**src/rtl/tc503_timer_pkg.sv**
```systemverilog
`default_nettype none
// ============================================================================
// Module      : tc503_timer_pkg
// Description : Shared types and constants for the two-digit countdown timer.
//               Holds the timer state encoding, the digit-to-segment table
//               (bit0 = segment a, active high) and a divider-free tens/ones
//               splitter for 0..99 values.
// Revision    : 1.0 - initial release
// ============================================================================
package tc503_timer_pkg;

    typedef enum logic [1:0] {
        IDLE    = 2'd0,
        RUNNING = 2'd1,
        ALARM   = 2'd2
    } timer_state_t;

    // Entries 10..15 are unreachable (digits are always 0..9) and kept blank.
    localparam logic [15:0][6:0] c_seg_table = {
        7'h00, 7'h00, 7'h00, 7'h00, 7'h00, 7'h00,
        7'h6F, 7'h7F, 7'h07, 7'h7D, 7'h6D,
        7'h66, 7'h4F, 7'h5B, 7'h06, 7'h3F
    };

    // Returns {tens, ones} for a value in 0..99 using a chain of
    // compare/subtract stages instead of a divider.
    function automatic logic [7:0] split_digits(input logic [6:0] value);
        logic [6:0] rest;
        logic [3:0] tens;
        rest = value;
        tens = 4'd0;
        for (int i = 0; i < 9; i++) begin
            if (rest >= 7'd10) begin
                rest = rest - 7'd10;
                tens = tens + 4'd1;
            end
        end
        return {tens, rest[3:0]};
    endfunction

endpackage
`default_nettype wire

```
**src/rtl/quad_decoder.sv**
```systemverilog
`default_nettype none
// ============================================================================
// Module      : quad_decoder
// Description : Quadrature encoder front end. Synchronises A and B through
//               two flops, detects rising edges of synced A and steps a
//               saturating up/down counter (B=0 -> +1, B=1 -> -1).
// Ports       : clk, rst_n    clock, async active-low reset
//               i_a, i_b      raw encoder phases
//               i_hold        when high, edges are reported but not counted
//               o_step        one-cycle pulse on every detected A rise
//               o_value       counter value, 0..MAX_VAL
// Revision    : 1.0 - initial release
// ============================================================================
module quad_decoder #(
    parameter int WIDTH   = 7,
    parameter int MAX_VAL = 99
) (
    input  logic             clk,
    input  logic             rst_n,
    input  logic             i_a,
    input  logic             i_b,
    input  logic             i_hold,
    output logic             o_step,
    output logic [WIDTH-1:0] o_value
);

    localparam logic [WIDTH-1:0] c_max = WIDTH'(MAX_VAL);

    logic [1:0]       r_a_sync;
    logic [1:0]       r_b_sync;
    logic             r_a_prev;
    logic [WIDTH-1:0] r_value;
    logic             w_rise;

    assign w_rise = r_a_sync[1] & ~r_a_prev;

    always_ff @(posedge clk or negedge rst_n) begin
        if (!rst_n) begin
            r_a_sync <= 2'b00;
            r_b_sync <= 2'b00;
            r_a_prev <= 1'b0;
            r_value  <= '0;
        end else begin
            r_a_sync <= {r_a_sync[0], i_a};
            r_b_sync <= {r_b_sync[0], i_b};
            r_a_prev <= r_a_sync[1];
            if (w_rise && !i_hold) begin
                if (!r_b_sync[1]) begin
                    if (r_value != c_max) r_value <= r_value + 1'b1;
                end else begin
                    if (r_value != '0) r_value <= r_value - 1'b1;
                end
            end
        end
    end

    assign o_step  = w_rise;
    assign o_value = r_value;

endmodule
`default_nettype wire

```
**src/rtl/tc503_countdown_timer.sv**
```systemverilog
`default_nettype none
// ============================================================================
// Module      : tc503_countdown_timer
// Description : Two-digit (00..99 s) countdown timer tile. Encoder 0 sets the
//               preset, countdown0 starts/restarts/acknowledges, a muxed
//               7-segment display shows preset/remaining time, pwm0 carries
//               the alarm tone and encoders 1/2 set two 16-level dimmers.
// Ports       : clk, rst_n  clock, async active-low reset
//               ena         tile enable (ignored)
//               ui_in       [0..5] enc0/1/2 A,B  [7] countdown0 start
//               uo_out      [6:0] segments g..a  [7] digit select (1=tens)
//               uio_in      unused
//               uio_out     [0] alarm tone  [1] pwm1  [2] pwm2
//               uio_oe      constant 8'h07
// Revision    : 1.0 - initial release
// ============================================================================
module tc503_countdown_timer
    import tc503_timer_pkg::*;
#(
    parameter int TICK_DIV = 10_000_000,
    parameter int MUX_DIV  = 10_000,
    parameter int TONE_DIV = 5_000
) (
    input  logic       clk,
    input  logic       rst_n,
    input  logic       ena,
    input  logic [7:0] ui_in,
    output logic [7:0] uo_out,
    input  logic [7:0] uio_in,
    output logic [7:0] uio_out,
    output logic [7:0] uio_oe
);

    localparam int c_tick_w = $clog2(TICK_DIV);
    localparam int c_mux_w  = $clog2(MUX_DIV);
    localparam int c_tone_w = $clog2(TONE_DIV);

    localparam logic [c_tick_w-1:0] c_tick_last = c_tick_w'(TICK_DIV - 1);
    localparam logic [c_mux_w-1:0]  c_mux_last  = c_mux_w'(MUX_DIV - 1);
    localparam logic [c_tone_w-1:0] c_tone_last = c_tone_w'(TONE_DIV - 1);

    // Start input synchroniser and edge detect
    logic [1:0] r_start_sync;
    logic       r_start_prev;
    logic       w_start_rise;

    // Encoder outputs
    logic [6:0] w_preset;
    logic [3:0] w_duty1;
    logic [3:0] w_duty2;
    logic       w_enc0_step;
    logic       w_enc1_step;
    logic       w_enc2_step;

    // Timer state
    timer_state_t        r_state;
    timer_state_t        w_state_next;
    logic [6:0]          r_remaining;
    logic [6:0]          w_remaining_next;
    logic [c_tick_w-1:0] r_tick_cnt;
    logic [c_tick_w-1:0] w_tick_next;

    // Display, tone and PWM
    logic [c_mux_w-1:0]  r_mux_cnt;
    logic                r_digit_sel;
    logic [c_tone_w-1:0] r_tone_cnt;
    logic                r_tone;
    logic [3:0]          r_pwm_cnt;
    logic [6:0]          w_disp_value;
    logic [7:0]          w_digits;
    logic [3:0]          w_digit;

    logic w_unused;
    assign w_unused = &{1'b0, ena, uio_in, ui_in[6], w_enc1_step, w_enc2_step};

    always_ff @(posedge clk or negedge rst_n) begin
        if (!rst_n) begin
            r_start_sync <= 2'b00;
            r_start_prev <= 1'b0;
        end else begin
            r_start_sync <= {r_start_sync[0], ui_in[7]};
            r_start_prev <= r_start_sync[1];
        end
    end

    assign w_start_rise = r_start_sync[1] & ~r_start_prev;

    // The preset is frozen while a countdown is in progress.
    quad_decoder #(.WIDTH(7), .MAX_VAL(99)) u_enc0 (
        .clk     (clk),
        .rst_n   (rst_n),
        .i_a     (ui_in[0]),
        .i_b     (ui_in[1]),
        .i_hold  (r_state == RUNNING),
        .o_step  (w_enc0_step),
        .o_value (w_preset)
    );

    quad_decoder #(.WIDTH(4), .MAX_VAL(15)) u_enc1 (
        .clk     (clk),
        .rst_n   (rst_n),
        .i_a     (ui_in[2]),
        .i_b     (ui_in[3]),
        .i_hold  (1'b0),
        .o_step  (w_enc1_step),
        .o_value (w_duty1)
    );

    quad_decoder #(.WIDTH(4), .MAX_VAL(15)) u_enc2 (
        .clk     (clk),
        .rst_n   (rst_n),
        .i_a     (ui_in[4]),
        .i_b     (ui_in[5]),
        .i_hold  (1'b0),
        .o_step  (w_enc2_step),
        .o_value (w_duty2)
    );

    always_ff @(posedge clk or negedge rst_n) begin
        if (!rst_n) begin
            r_state     <= IDLE;
            r_remaining <= 7'd0;
            r_tick_cnt  <= '0;
        end else begin
            r_state     <= w_state_next;
            r_remaining <= w_remaining_next;
            r_tick_cnt  <= w_tick_next;
        end
    end

    always_comb begin
        w_state_next     = r_state;
        w_remaining_next = r_remaining;
        w_tick_next      = r_tick_cnt;
        case (r_state)
            IDLE: begin
                if (w_start_rise && (w_preset != 7'd0)) begin
                    w_state_next     = RUNNING;
                    w_remaining_next = w_preset;
                    w_tick_next      = '0;
                end
            end
            RUNNING: begin
                // A restart takes priority over a second boundary.
                if (w_start_rise) begin
                    w_remaining_next = w_preset;
                    w_tick_next      = '0;
                end else if (r_tick_cnt == c_tick_last) begin
                    w_tick_next      = '0;
                    w_remaining_next = r_remaining - 7'd1;
                    if (r_remaining == 7'd1) w_state_next = ALARM;
                end else begin
                    w_tick_next = r_tick_cnt + 1'b1;
                end
            end
            ALARM: begin
                if (w_start_rise || w_enc0_step) w_state_next = IDLE;
            end
            default: w_state_next = IDLE;
        endcase
    end

    // Tone phase is held cleared outside ALARM so each alarm starts low.
    always_ff @(posedge clk or negedge rst_n) begin
        if (!rst_n) begin
            r_tone_cnt <= '0;
            r_tone     <= 1'b0;
        end else if (r_state == ALARM) begin
            if (r_tone_cnt == c_tone_last) begin
                r_tone_cnt <= '0;
                r_tone     <= ~r_tone;
            end else begin
                r_tone_cnt <= r_tone_cnt + 1'b1;
            end
        end else begin
            r_tone_cnt <= '0;
            r_tone     <= 1'b0;
        end
    end

    always_ff @(posedge clk or negedge rst_n) begin
        if (!rst_n) begin
            r_mux_cnt   <= '0;
            r_digit_sel <= 1'b0;
            r_pwm_cnt   <= 4'd0;
        end else begin
            r_pwm_cnt <= r_pwm_cnt + 4'd1;
            if (r_mux_cnt == c_mux_last) begin
                r_mux_cnt   <= '0;
                r_digit_sel <= ~r_digit_sel;
            end else begin
                r_mux_cnt <= r_mux_cnt + 1'b1;
            end
        end
    end

    always_comb begin
        case (r_state)
            RUNNING: w_disp_value = r_remaining;
            ALARM:   w_disp_value = 7'd0;
            default: w_disp_value = w_preset;
        endcase
    end

    assign w_digits = split_digits(w_disp_value);
    assign w_digit  = r_digit_sel ? w_digits[7:4] : w_digits[3:0];

    assign uo_out  = {r_digit_sel, c_seg_table[w_digit]};
    // Gate with state so the tone drops in the same cycle the alarm clears.
    assign uio_out = {5'b00000,
                      (r_pwm_cnt < w_duty2),
                      (r_pwm_cnt < w_duty1),
                      (r_state == ALARM) & r_tone};
    assign uio_oe  = 8'b0000_0111;

endmodule
`default_nettype wire

```
**config.mk**
```make
export PLATFORM = sky130hd
export DESIGN_NAME = tc503_countdown_timer
export DESIGN_NICKNAME = d
export VERILOG_FILES = /design/src/rtl/tc503_timer_pkg.sv /design/src/rtl/quad_decoder.sv /design/src/rtl/tc503_countdown_timer.sv
export SDC_FILE = /design/constraint.sdc
export NUM_CORES = 1
export LEC_CHECK = 0
export ABC_AREA = 1
export BUFFER_PORTS_ARGS = -buffer_cell sky130_fd_sc_hd__buf_2
export CORE_ASPECT_RATIO = 1.1
export CORE_UTILIZATION = 30
export DETAILED_ROUTE_END_ITERATION = 12
export SYNTH_ARGS = -nofsm -noshare
export SYNTH_HDL_FRONTEND = slang
export SYNTH_HIERARCHICAL = 1
export SYNTH_SLANG_ARGS = --single-unit
```
**constraint.sdc**
```tcl
create_clock -name clk -period 25.3 [get_ports clk]
set_input_delay 1.265 -clock clk [delete_from_list [all_inputs] [get_ports clk]]
set_output_delay 1.265 -clock clk [all_outputs]
set_load 0.1 [all_outputs]
```
==> results.tsv <==
stage	metric	value	unit
timing	setup_viol	0	
drt	via_count	8248	
hold_path	whs_path_depth	0	
critical_path	crit_path_max_fanout	18	
final_layout	drive_above_1_share	12.7	%
critical_path	worst_path_max_delay_cell	ha_1	
drt	drcViolationCount	0	
final_layout	nFillCells	3341	
flow_run	drv_cap	0	
clocking	cts_sinks	99	
drt	drt_iter0_drc	364	
clocking	cts_buffers	9	
timing	finalSetupTns	0	ns
drt	wirelength	18700	um
final_layout	antenna_cells	0	
drt	firstDrtPassIters	4	
timing	timing.final.crit_share	49.0	%
status	outcome	completed	
place	gp_congestion	0.848	
hold_path	worstHoldEndpoint	u_enc1/r_a_sync[1]$_DFF_PN0_	
timing	hold_viol_final	0	
final_layout	num-nets-final	1469	
drt	ant_nets	0	
timing	worst_pin_slew	0.807	ns
global_route	busiest_layer	met2	
timing	fmax	80.7	MHz
timing	finalCriticalPeriod	12.39	ns
clocking	cts_root_buf	clkbuf_16	
critical_path	start_kind	register	
die	io-pin-count	43	
place	hpwl	14600	um
final_layout	syn_to_final_growth	7.98	%
die	coreArea	30500	um^2
drt	vias_per_cell	4.54	
die	num_rows	67	
timing	relSlewSlack	46.2	%
die	dieArea	31800	um^2
critical_path	critical-path-top-delay-family	simple AND/OR/NAND/NOR gates	
final_layout	multiInputGateArea	5850	um^2
critical_path	critPathArrivalTime	11.13	ns
final_layout	ff_latch_area	2480	um^2
clocking	cts_buffer_depth	2	
timing	rsz0062_at_grt	no	
global_route	grt.overflow.total	0	
global_route	grt_pass1_wl	34300	um
hold_path	hold_class	register to register	
die	die_w	170	um
critical_path	path_buf_inv	10	
clocking	cts_tree	built	
die	die_h	187	um
critical_path	crit_type	register to primary output	
drt	wire_per_inst	10.3	um
critical_path	worstReg2RegStart	r_state[1]$_DFFE_PN0P_	
global_route	grtUsageMet1	15.7	%
global_route	first_global_vias	7823	
clocking	postCtsSetupBuffers	0	
clocking	ctsResizeCount	0	
global_route	antenna_found_initial	0	
clocking	cts-htree-levels	3	
die	initial_core_util	30.5	%
critical_path	cp.required	24.03	ns
yosys	netlist_instances	1380	
yosys	syn_area_per_cell	6.75	um^2
place	io_buffer_count	19	
critical_path	rrSetupSlack	22.56	ns
global_route	grt_util_met2	22.7	%
critical_path	slowest_delay	0.45	ns
timing	skew	0.00989	ns
timing	slew_viol_final	0	
critical_path	reg2reg_depth	12	
hold_path	hp-start	u_enc1/r_a_sync[0]$_DFF_PN0_	
global_route	grt_usage	12.6	%
clocking	postCtsHoldBufs	0	
yosys	synth_warnings	6	
critical_path	critPathCaptureType	primary output	
yosys	syn_area	9320	um^2
clocking	worstSkewPairLatency	0.36	ns
critical_path	cp_common_cell	nand2_1	
clocking	cts.clk_slew.worst_paths	0.08	ns
critical_path	r2r-end	r_tick_cnt[15]$_DFFE_PN0P_	
global_route	grt_max_degree	65	
global_route	met3_usage	1.23	%
[how the worst max path moves through the flow]
| stage | slack [ns] | cells past startpoint | to | startpoint |
|---|---|---|---|---|
| final | 12.91 | 78 | uo_out[3] | r_state[0]$_DFFE_PN0P_ |
| after global routing | 11.62 | 76 | uo_out[3] | r_state[0]$_DFFE_PN0P_ |
| after CTS | 12.81 | 78 | uo_out[0] | r_state[0]$_DFFE_PN0P_ |
| after detailed placement | 13.25 | 78 | uo_out[0] | r_state[0]$_DFFE_PN0P_ |
| after global placement | 13.36 | 78 | uo_out[0] | r_state[0]$_DFFE_PN0P_ |
| after floorplan | 14.18 | 83 | uo_out[0] | r_state[0]$_DFFE_PN0P_ |
[per-stage QoR]
step	std cells	instance area, um^2	hold WS (ns)	util, %	worst slack [ns]
finish	1818	10100	0.345	33.0	12.91
global route	1818	10100	0.357	33.0	11.62
CTS	1818	10100	0.351	33.0	12.81
detailed placement	1802	9770	0.336	32.0	13.25
global placement	1802	9770	0.332	32.0	13.36
floorplan	1393	9370	0.331	-	14.18
[final cells by class]
type                    instances  area share, %
well taps                     414           5.15
clock buffers                   9           2.24
clock inverters                 7          0.709
repair buffers                 22           1.19
multi-input cells            1054           58.1
flip-flops and latches         99           24.6
inverters                     213           7.96
[sequential cells by signal, summed over array words and instances (netlist names), 2 cells and up]
| signal | cells |
|---|---|
| u_enc0/r_a_sync | 2 |
| u_enc2/r_a_sync | 2 |
| r_pwm_cnt | 4 |
| r_state | 2 |
| r_start_sync | 2 |
| u_enc1/r_b_sync | 2 |
| u_enc2/o_value | 4 |
| u_enc1/o_value | 4 |
| u_enc0/r_b_sync | 2 |
| u_enc0/o_value | 7 |
| u_enc1/r_a_sync | 2 |
| r_tick_cnt | 24 |
| r_remaining | 7 |
| r_mux_cnt | 14 |
| r_tone_cnt | 13 |
| u_enc2/r_b_sync | 2 |
[per-layer routing]
layer	wire length [um]	share of wire [%]
met5	0	0
met4	227	1.2
met3	289	1.5
met2	9310	50
met1	8910	48
[layout by cell type (no fill, tap or decap), drive strengths merged, types with 4 or more instances in the layout]
cell	count
nand4	27
nor3	28
o21a	4
clkinv	5
nor4	9
clkbuf	9
conb	15
a31oi	6
o21ai	51
xor2	31
ha	48
or2	6
dfrtp	99
nand3	143
nand2	484
a21oi	45
nand3b	11
o22ai	4
nor2	119
buf	22
xnor2	5
inv	213
Power is not shown: default switching activity piles up to over one toggle a cycle in this logic, so the estimate is an artifact.
